--- config.mk ---
export PLATFORM = sky130hd
export DESIGN_NAME = rr_grant_arbiter
export DESIGN_NICKNAME = d
export VERILOG_FILES = /design/src/rtl/rr_arb_pkg.sv /design/src/rtl/grant_onehot.sv /design/src/rtl/rr_grant_arbiter.sv
export SDC_FILE = /design/constraint.sdc
export NUM_CORES = 1
export LEC_CHECK = 0
export CORE_AREA = 2 2 70 52
export CTS_CLUSTER_SIZE = 40
export DETAILED_ROUTE_END_ITERATION = 8
export DIE_AREA = 0 0 72 54
export PLACE_DENSITY_LB_ADDON = 0.25
export SYNTH_ARGS = -nofsm -noshare
export SYNTH_HDL_FRONTEND = slang
export SYNTH_SLANG_ARGS = --single-unit
--- constraint.sdc ---
create_clock -name clk -period 4.6 [get_ports clk]
set_clock_uncertainty 0.1 [all_clocks]
set_input_delay 0.92 -clock clk [delete_from_list [all_inputs] [get_ports clk]]
set_output_delay 0.92 -clock clk [all_outputs]
set_load 0.01 [all_outputs]
--- src/rtl/rr_arb_pkg.sv ---
// Shared types and helpers for the round-robin grant arbiter.
// Holds the requester constants, the FSM state enum and the rotating winner search.
package rr_arb_pkg;

    localparam int unsigned NREQ  = 8;
    localparam int unsigned IDX_W = 3;

    typedef enum logic {IDLE, GRANT} state_t;

    typedef struct packed {
        logic             found;
        logic [IDX_W-1:0] idx;
    } rr_pick_t;

    // First set bit of req scanning ptr+1, ptr+2, ... wrapping; ptr itself is visited last.
    function automatic rr_pick_t next_rr(input logic [NREQ-1:0] req, input logic [IDX_W-1:0] ptr);
        rr_pick_t         pick;
        logic [IDX_W-1:0] cand;
        pick = '0;
        for (int unsigned i = 1; i <= NREQ; i++) begin
            cand = ptr + IDX_W'(i);
            if (!pick.found && req[cand]) begin
                pick.found = 1'b1;
                pick.idx   = cand;
            end
        end
        return pick;
    endfunction

endpackage

--- src/rtl/grant_onehot.sv ---
// Combinational 3-to-8 decode of a grant index, gated by its valid flag.
module grant_onehot
    import rr_arb_pkg::*;
(
    input  logic             vld,
    input  logic [IDX_W-1:0] idx,
    output logic [NREQ-1:0]  onehot
);

    always_comb begin
        onehot = '0;
        if (vld) onehot[idx] = 1'b1;
    end

endmodule

--- src/rtl/rr_grant_arbiter.sv ---
// Round-robin arbiter for 8 requesters with registered index/valid/one-hot grant outputs.
// Optional forced-release hold timeout is built when ARB_TIMEOUT_EN is defined.
module rr_grant_arbiter
    import rr_arb_pkg::*;
#(
    parameter int unsigned NREQ     = 8,
    parameter int unsigned IDX_W    = 3,
    parameter int unsigned HOLD_MAX = 16
) (
    input  logic             clk,
    input  logic             rst_n,
    input  logic             arb_en,
    input  logic [NREQ-1:0]  req,
    output logic             gnt_vld,
    output logic [IDX_W-1:0] gnt_idx,
    output logic [NREQ-1:0]  gnt,
    output logic             timeout
);

    if (NREQ != 8 || IDX_W != 3) begin : g_bad_width
        $error("rr_grant_arbiter supports only NREQ=8, IDX_W=3");
    end
    if (HOLD_MAX < 2 || HOLD_MAX > 255) begin : g_bad_hold
        $error("rr_grant_arbiter HOLD_MAX must be in 2..255");
    end

    state_t           state, nxt_state;
    logic [IDX_W-1:0] ptr, nxt_ptr, nxt_idx;
    logic             nxt_vld;
    logic [NREQ-1:0]  nxt_gnt;
    rr_pick_t         pick;

    assign pick = next_rr(req, ptr);

`ifdef ARB_TIMEOUT_EN
    localparam logic [7:0] HOLD_LAST = 8'(HOLD_MAX - 1);
    logic [7:0] hold_cnt, nxt_cnt;
    logic       nxt_timeout;
    rr_pick_t   pick_other;

    // ptr equals the holder while granted, so masking it leaves the rotation order intact.
    assign pick_other = next_rr(req & ~gnt, ptr);
`endif

    always_comb begin
        nxt_state = state;
        nxt_vld   = gnt_vld;
        nxt_idx   = gnt_idx;
        nxt_ptr   = ptr;
`ifdef ARB_TIMEOUT_EN
        nxt_cnt     = hold_cnt;
        nxt_timeout = 1'b0;
`endif
        if (!arb_en) begin
            nxt_state = IDLE;
            nxt_vld   = 1'b0;
            nxt_idx   = '0;
        end else if (state == IDLE || !req[gnt_idx]) begin
            if (pick.found) begin
                nxt_state = GRANT;
                nxt_vld   = 1'b1;
                nxt_idx   = pick.idx;
                nxt_ptr   = pick.idx;
`ifdef ARB_TIMEOUT_EN
                nxt_cnt   = '0;
`endif
            end else begin
                nxt_state = IDLE;
                nxt_vld   = 1'b0;
                nxt_idx   = '0;
            end
        end
`ifdef ARB_TIMEOUT_EN
        else if (hold_cnt == HOLD_LAST) begin
            if (pick_other.found) begin
                nxt_idx     = pick_other.idx;
                nxt_ptr     = pick_other.idx;
                nxt_cnt     = '0;
                nxt_timeout = 1'b1;
            end
        end else begin
            nxt_cnt = hold_cnt + 8'd1;
        end
`endif
    end

    grant_onehot u_onehot (
        .vld    (nxt_vld),
        .idx    (nxt_idx),
        .onehot (nxt_gnt)
    );

    always_ff @(posedge clk or negedge rst_n) begin
        if (!rst_n) begin
            state   <= IDLE;
            gnt_vld <= 1'b0;
            gnt_idx <= '0;
            gnt     <= '0;
            ptr     <= '1;
        end else begin
            state   <= nxt_state;
            gnt_vld <= nxt_vld;
            gnt_idx <= nxt_idx;
            gnt     <= nxt_gnt;
            ptr     <= nxt_ptr;
        end
    end

`ifdef ARB_TIMEOUT_EN
    always_ff @(posedge clk or negedge rst_n) begin
        if (!rst_n) begin
            hold_cnt <= '0;
            timeout  <= 1'b0;
        end else begin
            hold_cnt <= nxt_cnt;
            timeout  <= nxt_timeout;
        end
    end
`else
    assign timeout = 1'b0;
`endif

endmodule

### Word-level counts from Yosys, hierarchy flattened

Index checks and enable logic that the tools add are counted.

| word-level totals | value |
|---|---|
| output and inout port bits | 13 |
| input bits | 11 |
| flip-flop bits (word level) | 16 |
| logic and storage cells | 80 |

| cells by class | value |
|---|---|
| equal/unequal tests | 1 |
| reduce and logical (&&, ||, !) cells | 18 |
| add/sub/neg operators | 7 |
| bitwise logic cells | 1 |
| order comparisons | 11 |
| muxes and demuxes | 37 |

Operators by type and width:

| kind | number |
|---|---|
| < comparator 3 x 4 -> 1 bit, second input constant | 10 |
| two-way mux 4 bit | 8 |
| binary-select mux 1 bit (select 3 bit) | 9 |
| two-way mux 1 bit | 15 |
| adder 3 bit, second input constant | 4 |
| two-way mux 3 bit | 3 |
| logical AND 1 bit | 8 |
| zero test 1 bit | 8 |
| two-way mux 8 bit | 1 |
| adder 3 x 2 -> 3 bit, second input constant | 2 |
| adder 3 x 1 -> 3 bit, second input constant | 1 |
| demux 1 bit (select 3 bit) | 1 |
| greater-or-equal comparator 3 x 1 -> 1 bit, second input constant | 1 |
| AND reduction 3 bit | 1 |
| != test 2 x 1 -> 1 bit, second input constant | 1 |
| logical OR 1 bit | 1 |
| NOT 1 bit | 1 |

### Logic depth before layout (Yosys ltp)

| depth | value |
|---|---|
| depth in word-level cells | 33 |
| mapped depth | 13 |
| depth with buffers taken out | 10 |

### By module

From an unflattened synthesis, not the netlist that was laid out.

| second synthesis, totals | value |
|---|---|
| cell total of the unflattened synthesis | 147 |
| area, all modules | 1,480.2 um^2 |

Modules (own cells, without submodules):

| module | area an instance (um^2) | times used | cells each |
|---|---|---|---|
| rr_grant_arbiter | 1,385.1 | 1 | 139 |
| grant_onehot | 95.1 | 1 | 8 |

### Least setup slack after synthesis

No wires, ideal clock.

| timing | value |
|---|---|
| path type | register to register |
| start | register ptr[1] |
| end | register gnt[0] |
| slack | 0.880 ns |
| cell stages (with the launch flop) | 14 |
| data arrival time | 3.515 ns |
| path through | dfstp_2 buf_2 buf_2 inv_1 ha_1 buf_2 inv_1 mux4_2 or4_4 o31ai_4 nor2_2 a32oi_4 inv_2 nor4b_1 |

| between the ends | value |
|---|---|
| word-level cells in the longest chain between the ends | 33 |
| elaborated cells on any way between the ends | 57 |
| those cells by class | 7 x add/sub; 2 x order compare; 33 x mux; 15 x reduce/logical |

Ends and longest elaborated chain:

| element | RTL line | RTL |
|---|---|---|
| from (decl) | rr_grant_arbiter.sv:28 | `logic [IDX_W-1:0] ptr, nxt_ptr, nxt_idx;` |
| from (signal assigned) | rr_grant_arbiter.sv:105 | `ptr <= nxt_ptr;` |
| adder 3 x 1 -> 3 bit | rr_arb_pkg.sv:21 | `cand = ptr + IDX_W'(i);` |
| binary-select mux 1 bit (select 3 bit) | rr_arb_pkg.sv:22 | `if (!pick.found && req[cand]) begin` |
| two-way mux 1 bit (not written as such) | rr_arb_pkg.sv:22 |  |
| two-way mux 4 bit | rr_arb_pkg.sv:22 |  |
| zero test 1 bit | rr_arb_pkg.sv:22 |  |
| logical AND 1 bit | rr_arb_pkg.sv:22 |  |
| two-way mux 4 bit | rr_arb_pkg.sv:22 |  |
| zero test 1 bit | rr_arb_pkg.sv:22 |  |
| (+19 left out) | n/a |  |
| two-way mux 3 bit (*) | rr_grant_arbiter.sv:54 | `if (!arb_en) begin` |
| via nxt_idx[2] | rr_grant_arbiter.sv:28 |  |
| < comparator 3 x 4 -> 1 bit (not written as such) or greater-or-equal comparator 3 x 1 -> 1 bit (tied branches) | grant_onehot.sv:12 | `if (vld) onehot[idx] = 1'b1;` |
| logical AND 1 bit (not written as such) | grant_onehot.sv:12 |  |
| two-way mux 1 bit (not written as such) | grant_onehot.sv:12 |  |
| demux 1 bit (select 3 bit) (*) | n/a |  |
| two-way mux 8 bit (*) | grant_onehot.sv:12 |  |
| via nxt_gnt[0] | rr_grant_arbiter.sv:30 | `logic [NREQ-1:0] nxt_gnt;` |
| to (signal assigned) | rr_grant_arbiter.sv:104 | `gnt <= nxt_gnt;` |
| to (decl) | rr_grant_arbiter.sv:16 | `output logic [NREQ-1:0] gnt,` |

The timed path passes the listed nets; every way through them passes the cells marked *. The select of a mux whose other input is x is not followed.
A chain may end at the register's enable or synchronous reset.

### Worst setup path in the final report

| timing | value |
|---|---|
| start | register ptr[0] |
| end | register gnt[6] |

| between the ends | value |
|---|---|
| word-level cells in the longest chain between the ends | 33 |
| elaborated cells on any way between the ends | 57 |
| those cells by class | 7 x add/sub; 2 x order compare; 33 x mux; 15 x reduce/logical |

Ends and longest elaborated chain:

| element | RTL line | RTL |
|---|---|---|
| adder 3 x 1 -> 3 bit | rr_arb_pkg.sv:21 |  |
| binary-select mux 1 bit (select 3 bit) | rr_arb_pkg.sv:22 |  |
| two-way mux 1 bit (not written as such) | rr_arb_pkg.sv:22 |  |
| two-way mux 4 bit | rr_arb_pkg.sv:22 |  |
| zero test 1 bit | rr_arb_pkg.sv:22 |  |
| logical AND 1 bit | rr_arb_pkg.sv:22 |  |
| two-way mux 4 bit | rr_arb_pkg.sv:22 |  |
| zero test 1 bit | rr_arb_pkg.sv:22 |  |
| (+18 left out) | n/a |  |
| two-way mux 3 bit | rr_grant_arbiter.sv:58 | `end else if (state == IDLE \|\| !req[gnt_idx]) begin` |
| two-way mux 3 bit | rr_grant_arbiter.sv:54 |  |
| < comparator 3 x 4 -> 1 bit (not written as such) or greater-or-equal comparator 3 x 1 -> 1 bit (tied branches) | grant_onehot.sv:12 |  |
| logical AND 1 bit (not written as such) | grant_onehot.sv:12 |  |
| two-way mux 1 bit (not written as such) | grant_onehot.sv:12 |  |
| demux 1 bit (select 3 bit) | n/a |  |
| two-way mux 8 bit (*) | grant_onehot.sv:12 |  |
| via nxt_gnt[6] | rr_grant_arbiter.sv:30 |  |

Marks and branches as above.

==> metrics.yaml <==
run_status:
  status: "finished, final reports clean"
sta:
  period_needed_ns: 4.203
  slew_viol_final: 0
  max_freq_mhz: 237.9
  setup_viol: 0
  tightest_slew_ns: 0.6884
  grt_setup_unrepaired: "no"
  slew_headroom_pct: 53.96
  setup_tns_ns: 0
  setup_ws_ns: 0.3966
  fin_crit_sh_pct: 91.38
  finalHoldViolations: 0
worst_setup_path:
  cp.required_ns: 4.63
  path_max_fanout: 19
  worstSetupStartpointType: "register"
  cp-end-kind: "register"
  crit_arrival_ns: 4.23
  worst-setup-path-type: "register to register"
power:
  power.leakage_nw: 0.7449
  finalPower_mw: 1.741
  peakVddDrop_v: 0.0003253
  power_density_nw_per_um2: 893.2
grt:
  grt_use_total_pct: 24.62
  overflow: 0
  antenna_found_initial: 0
  grt_max_degree: 20
  grt_pass1_wl_um: 7155
  grt_pass1_vias: 1372
yosys:
  synth-compound-area-share_pct: 19.38
  async_flop_share_pct: 100.0
  ys_warn_count: 0
  synth_edf_count: 0
  synth_fp_nets: 174
  syn_area_um2: 1647
  synth_xor_area_share_pct: 2.128
  avgSynthCellArea_um2: 10.23
  postSynthCellCount: 161
  ys_seq_area_share_pct: 24.54
  synth_top_family_by_area: "multiplexers"
  synth_fa_ha_area_share_pct: 1.520
  synthSimpleGateAreaFrac_pct: 15.12
  synth_seq_cells: 16
  synth_flop_cell: "dfrtp_1"
  yosysUniqueCellTypes: 52
  synth_mux_area_share_pct: 31.61
clocking:
  htreeDepth: 1
  ctsHoldBuffers: 0
  max-clock-path-buffers: 2
  cts_setup_buffers: 0
  clkTransAtPathRegs_ns: 0.06
  cts_made_buffers: 3
  ctsResizeCount: 0
  cts_tree: "yes"
  numClockSinks: 16
  root_buffer: "clkbuf_8"
  clk_latency_ns: 0.25
cells_and_area:
  nNetsFinal: 196
  layout_common_cells: "22 x clkdlybuf4s50_1, 14 x mux4_2, 14 x nand2_1"
  diodes: 0
  layout_commonest_cell: "clkdlybuf4s50_1"
  drive_gt1_share_pct: 21.98
  synthToLayoutAreaGrowth_pct: 18.39
floorplanning:
  fp.dieH_um: 54
  rows: 18
  io_pins: 24
  coreArea_um2: 3311
  start_util_pct: 49.74
  die_x_um: 72
  die_area_um2: 3888
routing:
  dr.pass1.iters: 4
  detail-route-antenna-nets: 0
  post_drt_wl_per_cell_um: 19.49
  drc_errors: 0
  vias_per_cell: 6.698
  routed_wl_um: 4326
  via_count: 1487
  drtIter0Drc: 162
flow_run:
  cap_violations: 0
worst_hold_path:
  hold_class: "register to register"
placement:
  place_ws_ns: 0.2826
  place_hpwl_um: 3434
  port-buffer-count: 22
  place.gp.congestion: 0.9139
## synthesized netlist by cell type (4+ instances only)
cell      instances  area (µm²)
nor2_1            9       33.78
mux2i_1          10       100.1
nor3_1            4       20.02
mux4_2           14       315.3
a21oi_1           5       25.02
nand3_1           6       30.03
buf_2             6       30.03
mux2_2            4       45.04
a211oi_1          4       30.03
mux2_1            4       45.04
o21ai_0           6       30.03
dfrtp_1          13       325.3
nand2_1          14       52.55
inv_1             8       30.03
## critical path, cell delays in order, from the launching register on
cell and delay [ns]:
dfstp_2 0.84, inv_1 0.20, ha_1 0.44, inv_1 0.25
mux4_2 0.60, or4_4 0.49, o31ai_4 0.30, nor2_2 0.12
o21ai_1 0.35, nor4b_1 0.38
## metal layers
| metal | wire [µm] | GRT usage (%) |
|---|---|---|
| met5 | 0 | 0 |
| met4 | 10 | 3.145 |
| met3 | 390 | 6.367 |
| met2 | 1892 | 34.88 |
| met1 | 2032 | 38.34 |
## sequential cells by signal (all words and copies together) (netlist names)
register	flops
state	1
gnt_idx	3
gnt	8
ptr	3
gnt_vld	1
## cells by family (layout without fill, tap and decap cells)
logic type,count (synthesis),after routing
other,1,1
buffers and inverters,19,40
xor gates and xnor gates,4,4
muxes,33,33
and+or+nand+nor,47,47
adders and majority gates,2,2
AOI/OAI and AO/OA,39,39
DFF,16,16
## power breakdown
group,internal (mW),switching (mW)
clock network,0.0761,0.0510
logic,0.593,0.738
registers,0.200,0.0831
## layout make-up
type                       instances  area [µm²]
fill                             267        1361
tap                               40       50.05
timing repair buffer              26       250.2
clock buffer                       4       55.05
sequential                        16       404.1
inverter                          10       37.54
multi-input combinational        126        1152
## through the flow
stage / instance area, µm² / cells / hold slack [ns] / util (%)
finish: 1949 / 222 / 0.4858 / 58.88
global route: 1949 / 222 / 0.5596 / 58.88
CTS: 1949 / 222 / 0.4871 / 58.88
detailed placement: 1894 / 218 / 0.4673 / 57.22
global placement: 1894 / 218 / 0.4799 / 57.22
floorplan: 1647 / 161 / 0.4506 / -
## path summary, 6_finish.rpt
| path | startpoint | endpoint | slack (ns) | cells past startpoint |
|---|---|---|---|---|
| max in group asynchronous | rst_n | gnt_idx[1] | 2.98 | 1 |
| worst min register to register | gnt_vld | gnt_vld | 0.49 | 2 |
| worst max register to register | ptr[0] | gnt[6] | 0.40 | 9 |
| min in group asynchronous | rst_n | gnt_idx[2] | 0.98 | 1 |
| worst min-delay path | gnt_vld | gnt_vld | 0.49 | 2 |
| worst max-delay path | ptr[0] | gnt[6] | 0.40 | 9 |
(Power assumes the default switching activity.)
